## src/rtl/pix_scan_pkg.sv

```systemverilog
// pix_scan_pkg: shared state type, default widths and lane-id width helper
// for the pixel-scan generator.
package pix_scan_pkg;

  localparam int DEF_X_BITS = 10;
  localparam int DEF_Y_BITS = 10;
  localparam int DEF_LANES  = 4;

  typedef enum logic [1:0] {
    IDLE = 2'd0,
    RUN  = 2'd1,
    DONE = 2'd2
  } state_t;

  // Lane-id width is clog2 of the lane count, but never narrower than one bit.
  function automatic int lane_bits(input int lanes);
    if (lanes <= 2) return 1;
    return $clog2(lanes);
  endfunction

endpackage

```

## src/rtl/pix_scan_if.sv

```systemverilog
// pix_scan_if: control and coordinate-stream signals of the pixel-scan
// generator. The slave modport is the generator's view; the master modport
// is the frame controller / lane dispatcher side.
interface pix_scan_if
  import pix_scan_pkg::*;
#(
  parameter int X_BITS = DEF_X_BITS,
  parameter int Y_BITS = DEF_Y_BITS,
  parameter int LANES  = DEF_LANES
);

  localparam int LANE_BITS = lane_bits(LANES);

  logic                 clear;
  logic                 start;
  logic [X_BITS-1:0]    x_max;
  logic [Y_BITS-1:0]    y_max;
  logic                 serp;
  logic                 pix_ready;
  logic                 pix_valid;
  logic [X_BITS-1:0]    x_value;
  logic [Y_BITS-1:0]    y_value;
  logic [LANE_BITS-1:0] lane_id;
  logic                 pix_last;
  logic                 busy;
  logic                 done;

  modport slave (
    input  clear, start, x_max, y_max, serp, pix_ready,
    output pix_valid, x_value, y_value, lane_id, pix_last, busy, done
  );

  modport master (
    output clear, start, x_max, y_max, serp, pix_ready,
    input  pix_valid, x_value, y_value, lane_id, pix_last, busy, done
  );

endinterface

```

## src/rtl/pix_scan_axis_cnt.sv

```systemverilog
// scan_axis_cnt: one scan axis counter with synchronous clear, enable and an
// inclusive maximum. at_end flags the last position in the current count
// direction. The down-count direction exists only when
// PIX_SCAN_SERPENTINE_EN is defined; otherwise the down input is ignored.
module scan_axis_cnt #(
  parameter int W = 10
) (
  input  logic         clk,
  input  logic         n_rst,
  input  logic         clear,
  input  logic         en,
  input  logic         down,
  input  logic [W-1:0] max,
  output logic [W-1:0] value,
  output logic         at_end
);

  logic [W-1:0] value_q;
  logic [W-1:0] value_d;

`ifdef PIX_SCAN_SERPENTINE_EN
  assign at_end = down ? (value_q == '0) : (value_q == max);
`else
  logic unused_down;
  assign unused_down = down;
  assign at_end      = (value_q == max);
`endif

  // Next count value: equality-based wrap so an all-ones max never overflows.
  always_comb begin
    value_d = (value_q == max) ? '0 : value_q + 1'b1;
`ifdef PIX_SCAN_SERPENTINE_EN
    if (down) value_d = (value_q == '0) ? max : value_q - 1'b1;
`endif
  end

  // Counter register: clear beats enable, enable steps toward the end.
  always_ff @(posedge clk or negedge n_rst) begin
    if (!n_rst)     value_q <= '0;
    else if (clear) value_q <= '0;
    else if (en)    value_q <= value_d;
  end

  assign value = value_q;

endmodule

```

## src/rtl/pix_scan.sv

```systemverilog
// pix_scan: walks an inclusive (x_max+1) x (y_max+1) frame, issuing one
// coordinate per valid/ready beat with a round-robin lane tag, flagging the
// final pixel and pulsing done when the frame completes.
// Optional feature macro: PIX_SCAN_SERPENTINE_EN (serpentine row order).
module pix_scan
  import pix_scan_pkg::*;
#(
  parameter int X_BITS = DEF_X_BITS,
  parameter int Y_BITS = DEF_Y_BITS,
  parameter int LANES  = DEF_LANES
) (
  input logic       clk,
  input logic       n_rst,
  pix_scan_if.slave bus
);

  localparam int LANE_BITS = lane_bits(LANES);

  state_t               state_q;
  state_t               state_d;
  logic [X_BITS-1:0]    x_max_q;
  logic [Y_BITS-1:0]    y_max_q;
  logic [LANE_BITS-1:0] lane_q;
  logic [X_BITS-1:0]    x_val;
  logic [Y_BITS-1:0]    y_val;
  logic                 x_at_end;
  logic                 unused_y_end;
  logic                 start_ok;
  logic                 accept;
  logic                 final_beat;
  logic                 step;
  logic                 cnt_clear;
  logic                 x_down;
  logic                 serp_turn;

  assign start_ok   = (state_q == IDLE) && bus.start && !bus.clear;
  assign accept     = (state_q == RUN) && bus.pix_ready;
  assign final_beat = x_at_end && (y_val == y_max_q);
  assign step       = accept && !final_beat && !bus.clear;
  assign cnt_clear  = bus.clear || start_ok;

`ifdef PIX_SCAN_SERPENTINE_EN
  logic serp_q;

  // Serpentine request is captured with the frame size on an accepted start.
  always_ff @(posedge clk or negedge n_rst) begin
    if (!n_rst)        serp_q <= 1'b0;
    else if (start_ok) serp_q <= bus.serp;
  end

  assign x_down    = serp_q && y_val[0];
  assign serp_turn = serp_q && x_at_end;
`else
  logic unused_serp;
  assign unused_serp = bus.serp;
  assign x_down      = 1'b0;
  assign serp_turn   = 1'b0;
`endif

  // Frame size is captured on an accepted start and held for the whole frame.
  always_ff @(posedge clk or negedge n_rst) begin
    if (!n_rst) begin
      x_max_q <= '0;
      y_max_q <= '0;
    end else if (start_ok) begin
      x_max_q <= bus.x_max;
      y_max_q <= bus.y_max;
    end
  end

  // Round-robin lane tag; holds on the final beat along with the coordinates.
  always_ff @(posedge clk or negedge n_rst) begin
    if (!n_rst)         lane_q <= '0;
    else if (cnt_clear) lane_q <= '0;
    else if (step)      lane_q <= (lane_q == LANE_BITS'(LANES - 1)) ? '0 : lane_q + 1'b1;
  end

  scan_axis_cnt #(.W(X_BITS)) u_x_cnt (
    .clk    (clk),
    .n_rst  (n_rst),
    .clear  (cnt_clear),
    .en     (step && !serp_turn),
    .down   (x_down),
    .max    (x_max_q),
    .value  (x_val),
    .at_end (x_at_end)
  );

  scan_axis_cnt #(.W(Y_BITS)) u_y_cnt (
    .clk    (clk),
    .n_rst  (n_rst),
    .clear  (cnt_clear),
    .en     (step && x_at_end),
    .down   (1'b0),
    .max    (y_max_q),
    .value  (y_val),
    .at_end (unused_y_end)
  );

  // State register.
  always_ff @(posedge clk or negedge n_rst) begin
    if (!n_rst) state_q <= IDLE;
    else        state_q <= state_d;
  end

  // Next-state logic; clear overrides every transition.
  always_comb begin
    state_d = state_q;
    unique case (state_q)
      IDLE:    if (bus.start)             state_d = RUN;
      RUN:     if (accept && final_beat)  state_d = DONE;
      DONE:                               state_d = IDLE;
      default:                            state_d = IDLE;
    endcase
    if (bus.clear) state_d = IDLE;
  end

  // Outputs decoded from state and the live counters.
  always_comb begin
    bus.pix_valid = (state_q == RUN);
    bus.pix_last  = (state_q == RUN) && final_beat;
    bus.busy      = (state_q != IDLE);
    bus.done      = (state_q == DONE);
  end

  assign bus.x_value = x_val;
  assign bus.y_value = y_val;
  assign bus.lane_id = lane_q;

endmodule

```

## src/flat_wrapper.sv

```systemverilog
// flat-port wrapper written by rule: the top's interface ports become plain ports
module pix_scan_flat import pix_scan_pkg::*;
#(
  parameter int X_BITS = DEF_X_BITS,
  parameter int Y_BITS = DEF_Y_BITS,
  parameter int LANES  = DEF_LANES
)
  (clk, n_rst, bus_clear, bus_start, bus_x_max, bus_y_max, bus_serp, bus_pix_ready, bus_pix_valid, bus_x_value, bus_y_value, bus_lane_id, bus_pix_last, bus_busy, bus_done);
  pix_scan_if #(.X_BITS(X_BITS), .Y_BITS(Y_BITS), .LANES(LANES)) bus_i ();
  input logic clk;
  input logic n_rst;
  input wire logic [$bits(bus_i.clear)-1:0] bus_clear;
  input wire logic [$bits(bus_i.start)-1:0] bus_start;
  input wire logic [$bits(bus_i.x_max)-1:0] bus_x_max;
  input wire logic [$bits(bus_i.y_max)-1:0] bus_y_max;
  input wire logic [$bits(bus_i.serp)-1:0] bus_serp;
  input wire logic [$bits(bus_i.pix_ready)-1:0] bus_pix_ready;
  output wire logic [$bits(bus_i.pix_valid)-1:0] bus_pix_valid;
  output wire logic [$bits(bus_i.x_value)-1:0] bus_x_value;
  output wire logic [$bits(bus_i.y_value)-1:0] bus_y_value;
  output wire logic [$bits(bus_i.lane_id)-1:0] bus_lane_id;
  output wire logic [$bits(bus_i.pix_last)-1:0] bus_pix_last;
  output wire logic [$bits(bus_i.busy)-1:0] bus_busy;
  output wire logic [$bits(bus_i.done)-1:0] bus_done;
  assign bus_i.clear = bus_clear;
  assign bus_i.start = bus_start;
  assign bus_i.x_max = bus_x_max;
  assign bus_i.y_max = bus_y_max;
  assign bus_i.serp = bus_serp;
  assign bus_i.pix_ready = bus_pix_ready;
  assign bus_pix_valid = bus_i.pix_valid;
  assign bus_x_value = bus_i.x_value;
  assign bus_y_value = bus_i.y_value;
  assign bus_lane_id = bus_i.lane_id;
  assign bus_pix_last = bus_i.pix_last;
  assign bus_busy = bus_i.busy;
  assign bus_done = bus_i.done;
  pix_scan #(.X_BITS(X_BITS), .Y_BITS(Y_BITS), .LANES(LANES)) u_core (.clk(clk), .n_rst(n_rst), .bus(bus_i));
endmodule
```

## config.mk

```make
export PLATFORM = sky130hd
export DESIGN_NAME = pix_scan_flat
export DESIGN_NICKNAME = d
export VERILOG_FILES = /design/src/rtl/pix_scan_pkg.sv /design/src/rtl/pix_scan_if.sv /design/src/rtl/pix_scan_axis_cnt.sv /design/src/rtl/pix_scan.sv /design/src/flat_wrapper.sv
export SDC_FILE = /design/constraint.sdc
export NUM_CORES = 1
export LEC_CHECK = 0
export CORE_MARGIN = 2
export CORE_UTILIZATION = 50
export DETAILED_ROUTE_END_ITERATION = 10
export GPL_TIMING_DRIVEN = 0
export PLACE_DENSITY = 0.9
export SYNTH_ARGS = -nofsm -noshare
export SYNTH_HDL_FRONTEND = slang
export SYNTH_SLANG_ARGS = --single-unit
```

## constraint.sdc

```tcl
create_clock -name clk -period 2.3 [get_ports clk]
set_input_delay 0.46 -clock clk [delete_from_list [all_inputs] [get_ports clk]]
set_output_delay 0.46 -clock clk [all_outputs]
set_load 0.02 [all_outputs]
```

==> reports/summary.txt <==
PortBufs = 50
worst slack at placement = -0.445 ns
Post-Synthesis Net Count = 249
Synth area leader = dfrtp_1
slew at the pin closest to its max-slew limit = 0.520 ns
Residual DRC = 0
Compound-Gate Fraction of Synth Area = 6.11%
DR vias/cell = 6.09
Pins Over Slew Limit = 0
filler instances = 284
Hold/Removal Path Class = input port to async pin
Leak = 1.35 nW
dominant cells by area after synthesis = dfrtp_1 48%, mux2_2 9.7%, xnor2_1 6.8%, mux2i_1 5.2%, nand2_1 5.0%
Root Buffer = clkbuf_8
Die Width = 72.0 um
DP HPWL = 3.76 mm
CP arrival = 1.88 ns
Synth top area share = 47.6%
R2R Setup Slk = 0.30 ns
met1 WL = 2.39 mm
clk_lat worst skew = 0.31 ns
Clock Tree Buf Depth = 2
1st-iter DRT viols = 357
footprint of the multi-input gates = 1200 sq um
number of synthesized flops with an enable pin = 0
run status = finished, violations left
max_slew headroom = 65.3%
Top Metal Used = met4
# diodes = 0
final worst slack = -0.0396 ns
CP Launch Type = flop
gr ovfl total = 0
internal power = 1.38 mW
Final Hold Fails = 0
failing checks = setup timing
final setup violation count = 1
Worst Skew = 0.0176 ns
final period utilization = 102%
Starting Density = 52.4%
Power Dens Cells = 594 nW/um^2
adder-cell share of the synthesized area = 1.62%
initial antenna violation count = 0
first-pass GRT wire length = 9.10 mm
drt pass-1 iters = 5
fin nets = 319
Post-DRT Antenna Nets = 0
largest family of logic cells by synthesized area = simple AND/OR/NAND/NOR gates
GRT Overall Usage = 22.7%
metal2 WL = 2.85 mm
XOR/XNOR share of the synthesized area = 7.57%
net switching power figure = 0.510 mW
RSZ-0062 raised after global routing = yes
ys async rst share = 100%
H-tree depth = 2
Core ar. = 4410 sq um
Gate Count Post-Synth = 220
combinational share of power = 17.8%
synth unique cells = 35
Area Growth Syn to Fin = 37.2%
Main synth FF type = dfrtp_1
CTS clk-pin slew, worst paths = 0.10 ns
most common cell in the netlist = dfrtp_1
CP max FO = 4
largest net degree at the start of global routing = 28
met3 WL = 539 um
Sinks on Clock Net = 44
Tmin final = 2.34 ns
worst vdd ir = 0.000463 V
CTS tree = built
final cell count without fillers = 343
io pins = 52
CP required = 1.84 ns
R2R depth = 8
Critical R2R Capture = u_core.u_x_cnt.value[7]$_DFFE_PN0P_
layout cells sized above 1 = 24.1%
Storage cell area = 1110 sq um
GP Congestion = 0.855
Die Area = 5190 sq um
Netlist Area Pre-Place = 2310 sq um
clock power share = 33.1%
TritonCTS Buffers = 5
number of global-route vias before repair = 1887
sequential area share after synthesis = 47.6%
switching share of total power = 27.0%
critical path class = flop to output pin
Post-synth top cells = 44 x dfrtp_1, 31 x nand2_1, 20 x mux2_2
Synth Warn # = 0
total number of vias = 2090
DR WL/cell = 17.1 um
crit end category = output pin
synthesized-area fraction occupied by and/or/nand/nor cells = 19.5%
Die Y = 72.0 um
Fmax = 427 MHz
sequential share of power = 49.1%
max-cap viol count = 0
Routed WL = 5.88 mm
row count = 24
mean post-synth cell area = 10.5 sq um
Hold Slack = 0.0711 ns
CTS Hold Bufs = 0
multiplexer area fraction after synthesis = 14.9%
R2R Path Start = u_core.u_x_cnt.value[6]$_DFFE_PN0P_
Cells after DPL = 323
Yosys reg bits = 44
final core utilization = 71.9%
## worst max-delay path by stage
stage                                        startpoint            to  slack [ns]  depth (start not counted)
floorplan           u_core.u_x_cnt.value[4]$_DFFE_PN0P_  bus_pix_last        0.17                          6
global placement    u_core.u_x_cnt.value[0]$_DFFE_PN0P_  bus_pix_last       -0.42                          6
detailed placement  u_core.u_x_cnt.value[6]$_DFFE_PN0P_  bus_pix_last       -0.45                          6
CTS                 u_core.u_x_cnt.value[4]$_DFFE_PN0P_  bus_pix_last       0.007                          6
global route        u_core.u_y_cnt.value[6]$_DFFE_PN0P_  bus_pix_last       -0.07                          5
finish              u_core.u_x_cnt.value[6]$_DFFE_PN0P_  bus_pix_last       -0.04                          6
## through the flow
| step | setup TNS (ns) | power [mW] | instance area [sq um] |
|---|---|---|---|
| after global placement | -17.16 | 1.22 | 2880 |
| after global routing | -0.0741 | 1.96 | 3170 |
| after detailed placement | -0.519 | 1.24 | 2890 |
| after floorplan | 0 | 1.12 | 2310 |
| final | -0.0396 | 1.89 | 3170 |
| after CTS | 0 | 1.86 | 3060 |
## final cells by class
class,instances,area share [%]
Buffer,10,1.77
Clock buffer,5,2.17
Clock inverter,3,1.46
Inverter,2,0.237
Multi-Input combinational cell,163,37.9
Sequential cell,44,35.0
Tap cell,52,2.05
Timing Repair Buffer,64,19.4
## sequential cells by signal, indices dropped and copies added, names as in the netlist
name and flops:
u_core.u_x_cnt.value 10, u_core.u_y_cnt.value 10, u_core.x_max_q 10, u_core.y_max_q 10, u_core.bus.lane_id 2, u_core.state_q 2
## kinds of logic (layout without fill, tap and decap cells)
group                      after synthesis  count (layout)
AOI/OAI and AO/OA                       22              22
muxes                                   32              32
xor gates and xnor gates                20              20
adders and majority gates                3               3
DFF                                     44              44
buffers and inverters                   13              84
and+or+nand+nor                         86              86
## power by group through the flow
stage	Sequential, mW	Combinational, mW	Clock, mW
after floorplan	0.921	0.199	0
after detailed placement	0.933	0.310	0
final	0.925	0.337	0.624
after CTS	0.920	0.320	0.621
after global placement	0.928	0.296	0
after global routing	0.938	0.366	0.654
## cells in the final DEF, fill, tap and decap left out, drive strengths merged, types with 6 or more instances in the layout
master	Yosys	layout
a31oi	6	6
nand3	14	14
nor3	8	8
clkdlybuf4s50	0	48
clkbuf	5	10
nand2	32	32
o22ai	8	8
mux2i	12	12
dfrtp	44	44
mux2	20	20
xnor2	18	18
nand4	7	7
and3	6	6
nor2	6	6
buf	6	21
## what timing repair did
action / CTS / global route
setup endpoints to repair: 1 / 1
gates resized for setup: 13 / 12
pin swaps: 3 / 6
setup buffers: 4 / 9
endpoints found under the hold margin: 0 / 0
## routing by layer
metal  track usage (%)  vias to the layer above
met4              9.43                        0
met2              35.3                      131
met1              31.3                     1014
met5                 0                        -
li1                  -                      929
met3              4.44                       16
## worst max-delay path: stages (launching register included)
cell and delay, ns:
dfrtp_2 0.46, xnor2_2 0.19, nand4_1 0.17, nor4_4 0.31, buf_6 0.15, and3_4 0.17
buf_6 0.11
Power figures use the tool's default switching activity.
